**config.mk**
```make
export PLATFORM = sky130hd
export DESIGN_NAME = pipe_scroll_ctrl
export DESIGN_NICKNAME = d
export VERILOG_FILES = /design/src/rtl/pipe_scroll_ctrl.sv
export SDC_FILE = /design/constraint.sdc
export NUM_CORES = 1
export LEC_CHECK = 0
export ABC_AREA = 1
export CAP_MARGIN = 20
export CORE_MARGIN = 1
export CORE_UTILIZATION = 45
export CTS_CLUSTER_DIAMETER = 100
export DETAILED_ROUTE_END_ITERATION = 12
export SYNTH_ARGS = -nofsm -noshare
export SYNTH_HDL_FRONTEND = slang
export SYNTH_SLANG_ARGS = --single-unit
```
**constraint.sdc**
```tcl
create_clock -name clk -period 4.85 [get_ports clk]
set_input_delay 0.97 -clock clk [delete_from_list [all_inputs] [get_ports clk]]
set_output_delay 0.97 -clock clk [all_outputs]
set_load 0.01 [all_outputs]
```
**src/rtl/pipe_scroll_ctrl.sv**
```systemverilog
// Pipe scroll controller: scrolls NUM_PIPES pipe slots left once per frame and issues
// erase/draw requests to the pipe drawer over an enable/done handshake.
module pipe_scroll_ctrl #(
    parameter int NUM_PIPES = 3,
    parameter int SCREEN_W  = 640,
    parameter int PIPE_W    = 70,
    parameter int SPACING   = 240,
    parameter int SPEED     = 1,
    parameter int Y_MIN     = 160,
    parameter int BIRD_X    = 200
) (
    input  logic        clk,
    input  logic        reset,
    input  logic        frame_start,
    input  logic        run,
    input  logic [7:0]  rand_in,
    output logic        draw_en,
    input  logic        draw_done,
    output logic [10:0] pipe_x,
    output logic [10:0] pipe_y,
    output logic        pix_color,
    output logic        busy,
    output logic        frame_done,
    output logic        pass_pulse,
    output logic        overrun
);

    localparam int IDX_W = (NUM_PIPES > 1) ? $clog2(NUM_PIPES) : 1;

    localparam logic [10:0]      VIS_LIMIT = 11'(SCREEN_W + PIPE_W);
    localparam logic [10:0]      STEP      = 11'(SPEED);
    localparam logic [10:0]      WRAP_ADD  = 11'(NUM_PIPES * SPACING - SPEED);
    localparam logic [10:0]      Y_BASE    = 11'(Y_MIN);
    localparam logic [10:0]      BIRD_POS  = 11'(BIRD_X);
    localparam logic [IDX_W-1:0] LAST_IDX  = IDX_W'(NUM_PIPES - 1);

    typedef enum logic [2:0] {
        S_IDLE,
        S_ERASE,
        S_MOVE,
        S_DRAW,
        S_NEXT,
        S_FIN
    } state_t;

    state_t           state;
    logic [IDX_W-1:0] idx;
    logic [10:0]      slot_x [NUM_PIPES];
    logic [10:0]      slot_y [NUM_PIPES];

    logic [10:0] cur_x, cur_y, new_x, new_y;
    logic        wrap;

    function automatic logic visible(input logic [10:0] x);
        return x < VIS_LIMIT;
    endfunction

    // The wrap test guards the subtraction, so x never underflows.
    always_comb begin
        cur_x = slot_x[idx];
        cur_y = slot_y[idx];
        wrap  = cur_x < STEP;
        new_x = wrap ? cur_x + WRAP_ADD : cur_x - STEP;
        new_y = wrap ? Y_BASE + {3'b000, rand_in} : cur_y;
    end

    always_ff @(posedge clk) begin
        if (reset) begin
            state      <= S_IDLE;
            idx        <= '0;
            draw_en    <= 1'b0;
            pipe_x     <= '0;
            pipe_y     <= '0;
            pix_color  <= 1'b0;
            busy       <= 1'b0;
            frame_done <= 1'b0;
            pass_pulse <= 1'b0;
            overrun    <= 1'b0;
            // NOTE: the slot registers are game state with defined start positions, so they are reset.
            for (int i = 0; i < NUM_PIPES; i++) begin
                slot_x[i] <= 11'(SCREEN_W + PIPE_W + i * SPACING);
                slot_y[i] <= 11'(Y_MIN + 80 * i);
            end
        end else begin
            // NOTE: pulse outputs default low here and are raised only in the cycle they fire.
            frame_done <= 1'b0;
            pass_pulse <= 1'b0;
            overrun    <= frame_start && busy;
            case (state)
                S_IDLE: begin
                    if (frame_start && run) begin
                        busy  <= 1'b1;
                        idx   <= '0;
                        state <= S_ERASE;
                    end
                end
                S_ERASE: begin
                    if (!draw_en) begin
                        if (visible(cur_x)) begin
                            pipe_x    <= cur_x;
                            pipe_y    <= cur_y;
                            pix_color <= 1'b0;
                            draw_en   <= 1'b1;
                        end else begin
                            state <= S_MOVE;
                        end
                    end else if (draw_done) begin
                        draw_en <= 1'b0;
                        state   <= S_MOVE;
                    end
                end
                S_MOVE: begin
                    slot_x[idx] <= new_x;
                    slot_y[idx] <= new_y;
                    if (cur_x >= BIRD_POS && new_x < BIRD_POS) pass_pulse <= 1'b1;
                    if (visible(new_x)) begin
                        pipe_x    <= new_x;
                        pipe_y    <= new_y;
                        pix_color <= 1'b1;
                        draw_en   <= 1'b1;
                        state     <= S_DRAW;
                    end else begin
                        state <= S_NEXT;
                    end
                end
                S_DRAW: begin
                    if (draw_done) begin
                        draw_en <= 1'b0;
                        state   <= S_NEXT;
                    end
                end
                S_NEXT: begin
                    if (idx == LAST_IDX) begin
                        state <= S_FIN;
                    end else begin
                        idx   <= idx + IDX_W'(1);
                        state <= S_ERASE;
                    end
                end
                S_FIN: begin
                    frame_done <= 1'b1;
                    busy       <= 1'b0;
                    state      <= S_IDLE;
                end
                default: state <= S_IDLE;
            endcase
        end
    end

endmodule

```
Yosys cells after proc, flatten, opt, wreduce, memory -nomap -nowiden
Memory sizes are Yosys's and may differ from the RTL's. A register that Yosys moved wholly into a read port is not among the register bits.
Index checks and enable logic that the tools add are counted.
{"block": "classes", "n_mux": 49, "n_addsub": 4, "magnitude_cmp": 5, "n_eq_ne": 14, "n_bitwise": 1, "reduce_logical": 16}
{"cell": "two-way mux 11 bit", "n": 10}
{"cell": "case mux 11 bit (2 select lines)", "n": 2}
{"cell": "less-than comparator 11 x 10 -> 1 bit, second input constant", "n": 2}
{"cell": "OR reduction 11 bit", "n": 2}
{"cell": "two-way mux 3 bit", "n": 7}
{"cell": "two-way mux 1 bit", "n": 17}
{"cell": "two-way mux 2 bit", "n": 8}
{"cell": "case mux 3 bit (5 select lines)", "n": 1}
{"cell": "!= test 2 bit, second input constant", "n": 6}
{"cell": "adder 11 x 10 -> 11 bit, second input constant", "n": 1}
{"cell": ">= comparator 11 x 8 -> 1 bit, second input constant", "n": 1}
{"cell": "less-than comparator 11 x 1 -> 1 bit, second input constant", "n": 1}
{"cell": "less-than comparator 11 x 8 -> 1 bit, second input constant", "n": 1}
{"cell": "subtractor 11 x 1 -> 11 bit, second input constant", "n": 1}
{"cell": "adder 8 x 8 -> 9 bit, first input constant", "n": 1}
{"cell": "AND reduction 4 bit", "n": 2}
{"cell": "== test 3 x 2 -> 1 bit, second input constant", "n": 2}
{"cell": "== test 3 bit, second input constant", "n": 2}
{"cell": "!= test 3 bit, second input constant", "n": 2}
{"cell": "AND reduction 3 bit", "n": 2}
{"cell": "nonzero test 2 bit", "n": 3}
{"cell": "case mux 1 bit (2 select lines)", "n": 2}
{"cell": "case mux 2 bit (2 select lines)", "n": 1}
{"cell": "== test 3 x 1 -> 1 bit, second input constant", "n": 1}
{"cell": "other kinds (9)", "n": 11}
{"block": "word_totals", "reg_bits": 33, "input_bits": 13, "ram_bits": 66, "n_memories": 2}
{"memory": "slot_x", "words": 3, "word_bits": 11, "read_ports": 1, "rd_clocked_by_memory_dff": 1, "write_ports": 3, "line": "48", "rtl": "logic [10:0] slot_x [NUM_PIPES];"}
{"memory": "slot_y", "words": 3, "word_bits": 11, "read_ports": 1, "rd_clocked_by_memory_dff": 1, "write_ports": 3, "line": "49", "rtl": "logic [10:0] slot_y [NUM_PIPES];"}

Depth between registers and ports, before layout
{"block": "depth", "depth_word": 6, "mapped_depth": 21}

Worst setup path after synthesis
Ideal clock, no wire load.
{"block": "synth_timing", "kind": "input to register", "from": "input reset", "to": "memory slot_x[2][0], enable pin", "n_path_buf": 2, "cell_stages": 7, "setup_slack_ns": 1.951, "t_required_ns": 4.471, "t_arrival_ns": 2.520, "path_cell_list": "clkbuf_1 -> nor2_1 -> inv_1 -> nor2_2 -> inv_1 -> clkbuf_1 -> nand2_1"}
{"item": "start, declared", "line": "13", "rtl": "input logic reset,"}
{"item": "end, declared", "line": "48"}

==> impl_metrics.toml <==
[grt]
grt_max_degree = 46
antenna_found_initial = 0
grt_remaining_overflow = 0
track_usage_pct = 23.3
grt_pass1_vias = 4908
grt_pass1_wl_um = 25000

[timing]
finalMaxSlewViolations = 0
worst_hold_slack_ns = 0.447
setup_tns_ns = 0
maxSlewHeadroom_pct = 36.6
tightest_slew_ns = 0.948
fin_skew_ns = 0.0150
period_needed_ns = 3.81
rsz0062_at_grt = "false"
fin_crit_sh_pct = 78.5
setup_viol = 0
finalHoldViolCount = 0
fmax_mhz = 263

[clocking]
insertion_delay_ns = 0.42
tritoncts = "built"
holdBufCountCts = 0
postCtsSetupBuffers = 0
clock-root-buffer = "clkbuf_16"
cts_sinks = 123
cts_buffers = 17
cts_buffer_depth = 2
clkTransAtPathRegs_ns = 0.05
h-tree-depth = 4
cts_resized = 0

[final_layout]
drive_gt1_share_pct = 8.72
antenna-diode-count = 0
fin_area_mm2 = 0.00723
finish.net_count = 797
fillerInstances = 1247
fin_cells = 967
syn2layout_area_growth_pct = 17.5

[synth]
syn_inst = 740
synth_nets = 759
synth_cell_types = 37
yosysWarnings = 0
syn_area_per_cell_um2 = 8.32
ys_ff_latch = 123
ys_seq_area_share_pct = 54.3
syn_area_mm2 = 0.00616

[worst_setup_path]
cp_slowest_cell = "nand4_2"
crit_arrival_ns = 4.17
cp.required_ns = 5.21
max_stage_delay_ns = 0.57
cp_max_fo = 45
critPathLaunchType = "register"
crit_family = "simple AND/OR/NAND/NOR gates"
crit_buf_inv = 3
path_common_cell = "nand2_1"
endpoint_kind = "register"
worst-setup-path-type = "reg -> reg"
worstPathCellList = "buf_4 > inv_4 > nand2_1 > nand3_1 > nand2_2 > inv_2 > nor2_4 > nand3_4 > nand2_1 > nand3_4 > nand3_2 > nand4_2 > nand3_1 > nand2_1 > nor2_1"

[detailed_routing]
ant_nets = 0
drt-total-wl_um = 15300
dr.pass1.iters = 5
drc_errors = 0
drt_iter0_drc = 297
vias_per_cell = 5.15
drt-wirelength-per-cell_um = 15.8
vias = 4984

[power]
ir_drop_uv = 245
p_leak_nw = 3.02
p_per_area_mw_per_mm2 = 504

[place]
place_inst = 935
place_hpwl_um = 10100
dpl-instance-area_mm2 = 0.00669
io_buffers = 40
place.gp.congestion = 0.831

[die]
start_util_pct = 46.3
die_w_um = 119
ios = 41
die-height_um = 119
die_area_mm2 = 0.0142
core_area_mm2 = 0.0133
rows = 42

[job]
maxCapViolations = 0

[outcome]
status = "completed"

[hold_path]
min_path_type = "reg -> reg"
state kept, by name, indices dropped and copies added, names as in the netlist, named ones only:
| signal | flops |
|---|---|
| state | 3 |
| overrun | 1 |
| draw_en | 1 |
| pass_pulse | 1 |
| pipe_y | 11 |
| frame_done | 1 |
| busy | 1 |
| slot_y | 44 |
| pipe_x | 11 |
| idx | 2 |
| slot_x | 44 |
| pix_color | 1 |
cells by family after synthesis:
kind of cell,synth area share [%]
AO/OA/AOI/OAI,6.48
flip-flops,54.3
AND/OR/NAND/NOR,29.8
XOR/XNOR,0.285
adder cells (fa/ha/maj),1.22
buffers and inverters,7.93
routing by layer:
| layer | global-route usage, % | share of wire, % | routed length (um) |
|---|---|---|---|
| met1 | 30.2 | 46 | 6990 |
| met2 | 37.9 | 47 | 7200 |
| met3 | 4.84 | 5.2 | 799 |
| met4 | 9.65 | 1.9 | 288 |
| met5 | 0 | 0 | 0 |
stage by stage:
stage	total power, mW	worst slack, ns	util (%)
3_5_place_dp	2.46	0.851	50.3
4_1_cts	3.66	1.03	54.4
5_1_grt	3.86	0.637	54.4
3_3_place_gp	2.44	1.05	50.3
2_1_floorplan	2.12	1.95	-
6_report	3.64	1.04	54.4
synth_stat cells:
master / number / area, um2
a211oi_1: 2 / 15.0
a21oi_1: 10 / 50.1
a21oi_2: 1 / 8.76
a31oi_1: 1 / 6.26
a32oi_1: 2 / 17.5
buf_1: 1 / 3.75
buf_2: 7 / 35.0
buf_4: 2 / 15.0
buf_6: 4 / 45.0
clkbuf_1: 16 / 60.1
clkinv_1: 2 / 7.51
dfxtp_1: 35 / 701
edfxtp_1: 88 / 2640
ha_1: 6 / 75.1
inv_1: 79 / 297
inv_2: 5 / 18.8
inv_4: 1 / 6.26
nand2_1: 192 / 721
nand2_2: 13 / 81.3
nand2_4: 3 / 33.8
nand3_1: 63 / 315
nand3_2: 4 / 40.0
nand3_4: 2 / 35.0
nand3b_1: 1 / 7.51
nand4_1: 5 / 31.3
nand4_2: 1 / 12.5
nor2_1: 124 / 465
nor2_2: 3 / 18.8
nor2_4: 3 / 33.8
nor2_8: 1 / 20.0
nor3_1: 1 / 5.00
o21ai_0: 48 / 240
o21ai_1: 1 / 5.00
o22ai_1: 9 / 56.3
or2_1: 1 / 6.26
or2_2: 1 / 6.26
xnor2_1: 2 / 17.5
layout make-up:
| class | instances | area (um2) | area share, % |
|---|---|---|---|
| sequential | 123 | 3340 | 46.2 |
| clock inverter | 4 | 68.8 | 0.951 |
| tap | 176 | 220 | 3.04 |
| inverter | 87 | 329 | 4.55 |
| clock buffer | 28 | 477 | 6.59 |
| multi-input combinational | 500 | 2330 | 32.2 |
| timing repair buffer | 49 | 468 | 6.47 |
worst reg2reg max path, stage by stage, from the launching register on:
cell and delay (ns):
dfxtp_1 0.30, buf_4 0.42, inv_4 0.33, nand2_1 0.14, nand3_1 0.10, nand2_2 0.19
inv_2 0.09, nor2_4 0.23, nand3_4 0.31, nand2_1 0.36, nand3_4 0.14, nand3_2 0.12
nand4_2 0.58, nand3_1 0.28, nand2_1 0.08, nor2_1 0.08
final timing paths:
path                            slack, ns                       to                     from  cells past startpoint
worst max-delay path                 1.04   pipe_y[6]$_SDFFE_PP0P_                 register                     15
worst min-delay path                 0.45  pipe_x[10]$_SDFFE_PP0P_  pipe_x[10]$_SDFFE_PP0P_                      2
worst max register to register       1.04   pipe_y[6]$_SDFFE_PP0P_                 register                     15
worst min register to register       0.45  pipe_x[10]$_SDFFE_PP0P_  pipe_x[10]$_SDFFE_PP0P_                      2
cells in the final DEF, fill, tap and decap left out, types with 2 or more instances in the layout:
| master | synthesis | layout |
|---|---|---|
| a211oi_1 | 2 | 2 |
| a21oi_1 | 10 | 10 |
| a32oi_1 | 2 | 2 |
| buf_4 | 2 | 9 |
| bufinv_16 | 0 | 2 |
| clkbuf_1 | 16 | 10 |
| clkbuf_16 | 0 | 17 |
| clkdlybuf4s50_1 | 0 | 40 |
| clkinv_1 | 2 | 3 |
| dfxtp_1 | 35 | 35 |
| edfxtp_1 | 88 | 88 |
| ha_1 | 6 | 6 |
| inv_1 | 79 | 79 |
| inv_2 | 5 | 5 |
| nand2_1 | 192 | 192 |
| nand2_2 | 13 | 13 |
| nand2_4 | 3 | 3 |
| nand3_1 | 63 | 63 |
| nand3_2 | 4 | 4 |
| nand3_4 | 2 | 2 |
| nand4_1 | 5 | 5 |
| nor2_1 | 124 | 123 |
| nor2_2 | 3 | 4 |
| nor2_4 | 3 | 3 |
| o21ai_0 | 48 | 48 |
| o22ai_1 | 9 | 9 |
| xnor2_1 | 2 | 2 |
power by group:
group / switching (mW) / total (mW) / internal [mW]
logic: 0.773 / 1.16 / 0.384
clock network: 0.425 / 1.19 / 0.766
registers: 0.0518 / 1.29 / 1.24
No activity file was read; power rests on OpenSTA's default activity.
